`src/rtl/debounce_sync_if.sv`:
```
`default_nettype none
// ============================================================================
//  Module      : debounce_sync_if
//  Description : Signal bundle between a raw level source and the
//                debounce_sync conditioner. The master drives the raw level
//                and observes the conditioned outputs; the slave is the
//                conditioner itself.
//  Revision    : 1.0 - initial release
// ============================================================================
interface debounce_sync_if #(
   parameter int GLITCH_W = 8
);
   logic                d;
   logic                q;
   logic                rise;
   logic                fall;
   logic [GLITCH_W-1:0] glitch_cnt;

   modport master (
      output d,
      input  q,
      input  rise,
      input  fall,
      input  glitch_cnt
   );

   modport slave (
      input  d,
      output q,
      output rise,
      output fall,
      output glitch_cnt
   );
endinterface : debounce_sync_if
`default_nettype wire

```
`src/rtl/debounce_sync.sv`:
```
`default_nettype none
// ============================================================================
//  Module      : debounce_sync
//  Description : Debounces a noisy 1-bit level into a clean registered level
//                q, with single-cycle rise/fall pulses and a saturating count
//                of aborted transitions. The level must hold for
//                STABLE_CYCLES consecutive sampled edges before q follows it.
//                Optional macro DEBOUNCE_SYNC_EN inserts a 2-flop
//                synchronizer in front of the filter (adds 2 cycles latency)
//                so d may be fully asynchronous.
//                The GLITCH_W parameter must match the interface GLITCH_W.
//  Revision    : 1.0 - initial release
// ============================================================================
module debounce_sync #(
   parameter int STABLE_CYCLES = 4,
   parameter int CNT_W         = 8,
   parameter int GLITCH_W      = 8
) (
   input  wire              clk,
   input  wire              reset,
   debounce_sync_if.slave   bus
);

   // ------------------------------------------------------------------------
   // Parameter legality
   // ------------------------------------------------------------------------
   generate
      if (STABLE_CYCLES < 2) begin : g_bad_stable_cycles
         $error("debounce_sync: STABLE_CYCLES must be >= 2");
      end
      if (CNT_W < 1 || CNT_W > 30 ||
          (STABLE_CYCLES - 1) >= (1 << CNT_W)) begin : g_bad_cnt_w
         $error("debounce_sync: CNT_W too narrow to hold STABLE_CYCLES-1");
      end
   endgenerate

   localparam logic [CNT_W-1:0]    c_cnt_last  = CNT_W'(STABLE_CYCLES - 1);
   localparam logic [CNT_W-1:0]    c_cnt_one   = CNT_W'(1);
   localparam logic [GLITCH_W-1:0] c_glitch_max = '1;

   typedef enum logic [1:0] {
      STABLE0 = 2'd0,
      PEND1   = 2'd1,
      STABLE1 = 2'd2,
      PEND0   = 2'd3
   } state_t;

   // ------------------------------------------------------------------------
   // Sampled input
   // ------------------------------------------------------------------------
   logic w_s;

`ifdef DEBOUNCE_SYNC_EN
   logic [1:0] r_sync;

   // Two-stage synchronizer bringing an asynchronous d into the clk domain
   always_ff @(posedge clk) begin
      if (reset) begin
         r_sync <= 2'b00;
      end else begin
         r_sync <= {r_sync[0], bus.d};
      end
   end

   assign w_s = r_sync[1];
`else
   assign w_s = bus.d;
`endif

   // ------------------------------------------------------------------------
   // Filter state
   // ------------------------------------------------------------------------
   state_t              r_state;
   state_t              w_state_nxt;
   logic [CNT_W-1:0]    r_cnt;
   logic [CNT_W-1:0]    w_cnt_nxt;
   logic                r_q;
   logic                w_q_nxt;
   logic                r_rise;
   logic                w_rise_nxt;
   logic                r_fall;
   logic                w_fall_nxt;
   logic [GLITCH_W-1:0] r_glitch;
   logic [GLITCH_W-1:0] w_glitch_nxt;
   logic [GLITCH_W-1:0] w_glitch_inc;

   // Glitch counter increment that sticks at all-ones instead of wrapping
   assign w_glitch_inc = (r_glitch == c_glitch_max) ? r_glitch
                                                    : r_glitch + 1'b1;

   // State register; reset discards any pending transition
   always_ff @(posedge clk) begin
      if (reset) begin
         r_state  <= STABLE0;
         r_cnt    <= '0;
         r_q      <= 1'b0;
         r_rise   <= 1'b0;
         r_fall   <= 1'b0;
         r_glitch <= '0;
      end else begin
         r_state  <= w_state_nxt;
         r_cnt    <= w_cnt_nxt;
         r_q      <= w_q_nxt;
         r_rise   <= w_rise_nxt;
         r_fall   <= w_fall_nxt;
         r_glitch <= w_glitch_nxt;
      end
   end

   // Next-state logic: count consecutive samples at the new level, commit
   // on the last one, or abort and log a glitch if the level reverts early
   always_comb begin
      w_state_nxt  = r_state;
      w_cnt_nxt    = r_cnt;
      w_q_nxt      = r_q;
      w_rise_nxt   = 1'b0;
      w_fall_nxt   = 1'b0;
      w_glitch_nxt = r_glitch;

      case (r_state)
         STABLE0: begin
            if (w_s) begin
               w_state_nxt = PEND1;
               w_cnt_nxt   = c_cnt_one;
            end
         end
         PEND1: begin
            if (!w_s) begin
               w_state_nxt  = STABLE0;
               w_cnt_nxt    = '0;
               w_glitch_nxt = w_glitch_inc;
            end else if (r_cnt == c_cnt_last) begin
               w_state_nxt = STABLE1;
               w_cnt_nxt   = '0;
               w_q_nxt     = 1'b1;
               w_rise_nxt  = 1'b1;
            end else begin
               w_cnt_nxt = r_cnt + 1'b1;
            end
         end
         STABLE1: begin
            if (!w_s) begin
               w_state_nxt = PEND0;
               w_cnt_nxt   = c_cnt_one;
            end
         end
         PEND0: begin
            if (w_s) begin
               w_state_nxt  = STABLE1;
               w_cnt_nxt    = '0;
               w_glitch_nxt = w_glitch_inc;
            end else if (r_cnt == c_cnt_last) begin
               w_state_nxt = STABLE0;
               w_cnt_nxt   = '0;
               w_q_nxt     = 1'b0;
               w_fall_nxt  = 1'b1;
            end else begin
               w_cnt_nxt = r_cnt + 1'b1;
            end
         end
         default: begin
            w_state_nxt = STABLE0;
            w_cnt_nxt   = '0;
            w_q_nxt     = 1'b0;
         end
      endcase
   end

   assign bus.q          = r_q;
   assign bus.rise       = r_rise;
   assign bus.fall       = r_fall;
   assign bus.glitch_cnt = r_glitch;

endmodule : debounce_sync
`default_nettype wire

```
`src/flat_wrapper.sv`:
```
// flat-port wrapper written by rule: the top's interface ports become plain ports
module debounce_sync_flat 
#(
   parameter int STABLE_CYCLES = 4,
   parameter int CNT_W         = 8,
   parameter int GLITCH_W      = 8
)
  (clk, reset, bus_d, bus_q, bus_rise, bus_fall, bus_glitch_cnt);
  debounce_sync_if #(.GLITCH_W(GLITCH_W)) bus_i ();
  input  wire clk;
  input  wire reset;
  input wire logic [$bits(bus_i.d)-1:0] bus_d;
  output wire logic [$bits(bus_i.q)-1:0] bus_q;
  output wire logic [$bits(bus_i.rise)-1:0] bus_rise;
  output wire logic [$bits(bus_i.fall)-1:0] bus_fall;
  output wire logic [$bits(bus_i.glitch_cnt)-1:0] bus_glitch_cnt;
  assign bus_i.d = bus_d;
  assign bus_q = bus_i.q;
  assign bus_rise = bus_i.rise;
  assign bus_fall = bus_i.fall;
  assign bus_glitch_cnt = bus_i.glitch_cnt;
  debounce_sync #(.STABLE_CYCLES(STABLE_CYCLES), .CNT_W(CNT_W), .GLITCH_W(GLITCH_W)) u_core (.clk(clk), .reset(reset), .bus(bus_i));
endmodule
```
`config.mk`:
```
export PLATFORM = sky130hd
export DESIGN_NAME = debounce_sync_flat
export DESIGN_NICKNAME = d
export VERILOG_FILES = /design/src/rtl/debounce_sync_if.sv /design/src/rtl/debounce_sync.sv /design/src/flat_wrapper.sv
export SDC_FILE = /design/constraint.sdc
export NUM_CORES = 1
export LEC_CHECK = 0
export CAP_MARGIN = 20
export CELL_PAD_IN_SITES_DETAIL_PLACEMENT = 1
export CELL_PAD_IN_SITES_GLOBAL_PLACEMENT = 1
export CORE_MARGIN = 3
export CORE_UTILIZATION = 41
export DETAILED_ROUTE_END_ITERATION = 6
export DONT_BUFFER_PORTS = 1
export GPL_TIMING_DRIVEN = 0
export PLACE_DENSITY = 0.68
export REMOVE_ABC_BUFFERS = 1
export SYNTH_ARGS = -nofsm -noshare
export SYNTH_HDL_FRONTEND = slang
export SYNTH_SLANG_ARGS = --single-unit
```
`constraint.sdc`:
```
create_clock -name clk -period 1.5 [get_ports clk]
set_input_delay 0.15 -clock clk [delete_from_list [all_inputs] [get_ports clk]]
set_output_delay 0.15 -clock clk [all_outputs]
set_load 0.005 [all_outputs]
```
==> impl_metrics.prom <==
# TYPE chip_impl_metric gauge
chip_impl_metric{name="syn_avg_cell_area",unit="um^2"} 9.07
chip_impl_metric{name="grt_total_usage",unit="%"} 17.7
chip_impl_info{name="outcome",value="finished with violations"} 1
chip_impl_metric{name="dpl.hpwl",unit="um"} 1370
chip_impl_metric{name="power.sequential.fraction",unit="%"} 62.8
chip_impl_metric{name="drt-pass1-iter-count",unit=""} 2
chip_impl_metric{name="worst_clock_skew",unit="ns"} 0.00824
chip_impl_metric{name="grt_pass1_wl",unit="um"} 3770
chip_impl_metric{name="p_leak",unit="nW"} 0.383
chip_impl_metric{name="p_sw",unit="W"} 0.000216
chip_impl_metric{name="grt-ovfl-total",unit=""} 0
chip_impl_metric{name="antenna_violations_before_repair",unit=""} 0
chip_impl_info{name="holdCritPathClass",value="primary input to flip-flop"} 1
chip_impl_metric{name="layout.cell_area.non_filler",unit="um^2"} 1180
chip_impl_metric{name="cts_htree_levels",unit=""} 1
chip_impl_metric{name="fin_worst_hold_slack",unit="ns"} -0.118
chip_impl_metric{name="clkLatencyLatePin",unit="ns"} 0.30
chip_impl_metric{name="final_critical_path_setup_slack",unit="ns"} -0.0461
chip_impl_metric{name="report.final.setup_viol",unit=""} 2
chip_impl_metric{name="post_dp_cell_area",unit="um^2"} 973
chip_impl_metric{name="cts_buffer_depth",unit=""} 2
chip_impl_metric{name="floorplan.core_area",unit="um^2"} 2080
chip_impl_metric{name="power.ir.vdd_worst",unit="V"} 0.000515
chip_impl_metric{name="die_width",unit="um"} 54.4
chip_impl_info{name="synth_area_leaders",value="sky130_fd_sc_hd__dfxtp_1 (44%), sky130_fd_sc_hd__xor2_1 (6.4%), sky130_fd_sc_hd__nor2_1 (4.7%)"} 1
chip_impl_metric{name="mappedNetlistArea",unit="um^2"} 961
chip_impl_metric{name="tightestPinTransition",unit="ns"} 0.381
chip_impl_info{name="rsz0062_at_grt",value="true"} 1
chip_impl_metric{name="period_share",unit="%"} 103
chip_impl_metric{name="critPathMaxFanout",unit=""} 4
chip_impl_metric{name="number_of_antenna_violating_nets_in_the_routed_design",unit=""} 0
chip_impl_metric{name="clock_sink_count",unit=""} 21
chip_impl_info{name="endpoint_kind",value="flip-flop"} 1
chip_impl_metric{name="synth_seq_cells",unit=""} 21
chip_impl_metric{name="placement.io_buffers",unit=""} 0
chip_impl_metric{name="max_clock_freq",unit="GHz"} 0.647
chip_impl_metric{name="design.die.area",unit="um^2"} 2960
chip_impl_metric{name="timing_hold_violations_final",unit=""} 16
chip_impl_metric{name="route.detailed.drc",unit=""} 0
chip_impl_metric{name="seq_area_frac_synth",unit="%"} 43.8
chip_impl_metric{name="fin_util",unit="%"} 56.7
chip_impl_metric{name="drv.max_cap_violation_count",unit=""} 0
chip_impl_metric{name="ant_diodes",unit=""} 0
chip_impl_metric{name="initial_utilization",unit="%"} 46.2
chip_impl_metric{name="layout-drive-gt1-share",unit="%"} 32.2
chip_impl_metric{name="critPathArrivalTime",unit="ns"} 1.79
chip_impl_metric{name="num_vias",unit=""} 842
chip_impl_metric{name="globalplace.congestion",unit=""} 0.734
chip_impl_metric{name="crit_required",unit="ns"} 1.75
chip_impl_metric{name="route.detailed.wl_per_inst",unit="um"} 16.7
chip_impl_metric{name="post_synth_num_cell_types",unit=""} 34
chip_impl_metric{name="synth_cells",unit=""} 106
chip_impl_metric{name="power.density_cell_area",unit="nW/um^2"} 776
chip_impl_info{name="worst_setup_path_start_kind",value="flip-flop"} 1
chip_impl_metric{name="grt_max_degree",unit=""} 18
chip_impl_metric{name="power.switching_fraction",unit="%"} 23.6
chip_impl_metric{name="synth_largest_type_area_fraction",unit="%"} 43.8
chip_impl_metric{name="power.internal",unit="W"} 0.000700
chip_impl_info{name="violations",value="hold timing, setup timing"} 1
chip_impl_metric{name="drt-total-wl",unit="um"} 2370
chip_impl_info{name="criticalPathCategory",value="flip-flop to flip-flop"} 1
chip_impl_info{name="clock_tree_from_tritoncts",value="built"} 1
chip_impl_metric{name="timing.slew.headroom",unit="%"} 74.5
chip_impl_metric{name="power_frac_clock",unit="%"} 30.0
chip_impl_metric{name="via_per_inst",unit=""} 5.93
chip_impl_metric{name="area_growth_syn_to_layout",unit="%"} 22.9
chip_impl_metric{name="initialDrtViolationCount",unit=""} 3
chip_impl_metric{name="finish.net_count",unit=""} 121
chip_impl_metric{name="num_rows",unit=""} 16
chip_impl_metric{name="power.share.combinational",unit="%"} 7.2
chip_impl_metric{name="cts_made_buffers",unit=""} 3
chip_impl_metric{name="cts.clk_slew.worst_paths",unit="ns"} 0.12
chip_impl_info{name="cts_root_buffer",value="sky130_fd_sc_hd__clkbuf_4"} 1
chip_impl_info{name="synth.largest_area_cell",value="sky130_fd_sc_hd__dfxtp_1"} 1
chip_impl_metric{name="maxSlewViolCount",unit=""} 0
chip_impl_metric{name="via_count_of_the_first_global_routing_pass",unit=""} 842
chip_impl_metric{name="synthesis.yosys.warnings",unit=""} 0
chip_impl_metric{name="ioPinCount",unit=""} 14
chip_impl_metric{name="period_needed",unit="ns"} 1.55
chip_impl_metric{name="die_y",unit="um"} 54.4
chip_impl_metric{name="fillers",unit=""} 247
final timing paths:
path / slack, ns / cells past startpoint / start / to
setup / recovery: -0.05 / 6 / u_core.bus.glitch_cnt[0] / u_core.bus.glitch_cnt[7]
hold / removal: -0.12 / 1 / reset / u_core.bus.glitch_cnt[3]
setup reg to reg: -0.05 / 6 / u_core.bus.glitch_cnt[0] / u_core.bus.glitch_cnt[7]
hold reg to reg: 0.50 / 2 / u_core.bus.glitch_cnt[6] / u_core.bus.glitch_cnt[6]
power groups by stage:
stage	logic [W]	clock network, W	registers (W)
final	0.0000660	0.000275	0.000575
after global routing	0.0000731	0.000304	0.000577
after CTS	0.0000590	0.000284	0.000579
after detailed placement	0.0000365	0	0.000592
after global placement	0.0000358	0	0.000592
after floorplan	0.0000299	0	0.000589
layout make-up:
cell class	count	area, um^2	area share [%]
inverter	4	15.0	1.27
timing repair buffer	10	78.8	6.67
clock buffer	4	26.3	2.22
tap	27	33.8	2.86
multi-input combinational	76	583	49.4
sequential	21	444	37.6
cell usage in the layout, fill, tap and decap left out, drive strengths merged:
| master | n |
|---|---|
| or3b | 1 |
| a21oi | 6 |
| o31ai | 2 |
| o211ai | 2 |
| xor2 | 7 |
| a31oi | 2 |
| nor2 | 12 |
| nor3 | 3 |
| buf | 10 |
| nand4 | 3 |
| o21ai | 6 |
| nor3b | 1 |
| xnor2 | 1 |
| o21bai | 1 |
| mux2i | 2 |
| clkbuf | 4 |
| a22oi | 1 |
| o2111ai | 2 |
| dfxtp | 21 |
| and3 | 1 |
| inv | 4 |
| nand2 | 3 |
| nand3 | 5 |
| nand3b | 1 |
| ha | 2 |
| nor4 | 1 |
| and4 | 2 |
| nor4b | 2 |
| or3 | 3 |
| or4 | 2 |
| a211oi | 2 |
stage by stage:
step / setup TNS, ns / hold WS, ns / total power, W / instances / setup slack (ns)
after floorplan: -0.169 / 0.219 / 0.000619 / 101 / -0.0552
after global placement: -3.44 / 0.222 / 0.000628 / 128 / -0.297
after detailed placement: -3.96 / 0.224 / 0.000629 / 128 / -0.321
after CTS: 0 / -0.115 / 0.000922 / 141 / 0.000191
after global routing: -0.804 / -0.138 / 0.000954 / 142 / -0.122
final: -0.0643 / -0.118 / 0.000916 / 142 / -0.0461
synth_stat cells:
library cell / instances
sky130_fd_sc_hd__a211oi_2: 1
sky130_fd_sc_hd__nor3_1: 3
sky130_fd_sc_hd__o21bai_1: 1
sky130_fd_sc_hd__dfxtp_1: 21
sky130_fd_sc_hd__nor4b_1: 1
sky130_fd_sc_hd__mux2i_1: 2
sky130_fd_sc_hd__o2111ai_1: 2
sky130_fd_sc_hd__nand2_1: 3
sky130_fd_sc_hd__xor2_1: 7
sky130_fd_sc_hd__nand4_1: 3
sky130_fd_sc_hd__ha_1: 2
sky130_fd_sc_hd__xnor2_2: 1
sky130_fd_sc_hd__nand3b_1: 1
sky130_fd_sc_hd__or3b_1: 1
sky130_fd_sc_hd__nor4b_2: 1
sky130_fd_sc_hd__and4_1: 2
sky130_fd_sc_hd__a21oi_1: 6
sky130_fd_sc_hd__and3_1: 1
sky130_fd_sc_hd__or3_1: 3
sky130_fd_sc_hd__o21ai_0: 6
sky130_fd_sc_hd__o31ai_1: 2
sky130_fd_sc_hd__a211oi_1: 1
sky130_fd_sc_hd__nor3b_1: 1
sky130_fd_sc_hd__a22oi_1: 1
sky130_fd_sc_hd__buf_2: 2
sky130_fd_sc_hd__clkbuf_1: 2
sky130_fd_sc_hd__a31oi_1: 2
sky130_fd_sc_hd__or4_1: 2
sky130_fd_sc_hd__buf_1: 1
sky130_fd_sc_hd__nor2_1: 12
sky130_fd_sc_hd__o211ai_1: 2
sky130_fd_sc_hd__inv_1: 4
sky130_fd_sc_hd__nand3_1: 5
sky130_fd_sc_hd__nor4_1: 1
per-layer routing:
metal / vias to the layer above / global-route usage, % / routed length, um
met4: 0 / 6.22 / 45
met5: - / 0 / 0
met3: 6 / 3.27 / 77
li1: 407 / - / -
met1: 416 / 23.1 / 1130
met2: 13 / 28.9 / 1120
cell families (layout without fill, tap and decap cells):
family	after synthesis	count (layout)	synth area share [%]
and+or+nand+nor	40	40	23.6
AOI/OAI and AO/OA	24	24	16.1
DFF	21	21	43.7
buffers and inverters	9	18	3.78
xor gates and xnor gates	8	8	8.07
adders and majority gates	2	2	2.60
muxes	2	2	2.08
registers in the layout (all words and copies together) (netlist names), named ones only:
name and count:
u_core.r_state 1, u_core.r_cnt 8, u_core.bus.glitch_cnt 8, u_core.bus.fall 1
u_core.bus.rise 1, u_core.bus.q 1
worst max-delay path, stage by stage, from the launching register on:
cell                       delay, ns
sky130_fd_sc_hd__dfxtp_4        0.39
sky130_fd_sc_hd__ha_4           0.17
sky130_fd_sc_hd__nand3_2        0.07
sky130_fd_sc_hd__o211ai_1       0.12
sky130_fd_sc_hd__buf_4          0.18
sky130_fd_sc_hd__or4_1          0.42
sky130_fd_sc_hd__a21oi_1        0.13
what timing repair did:
action                                  CTS  global route
gates resized for setup                  14            17
buffers inserted                          9             1
hold endpoints to repair                 16            16
endpoints found under the setup margin   19            16
pin swaps                                 7            12
Note: power is estimated with default switching activity, not from simulation.
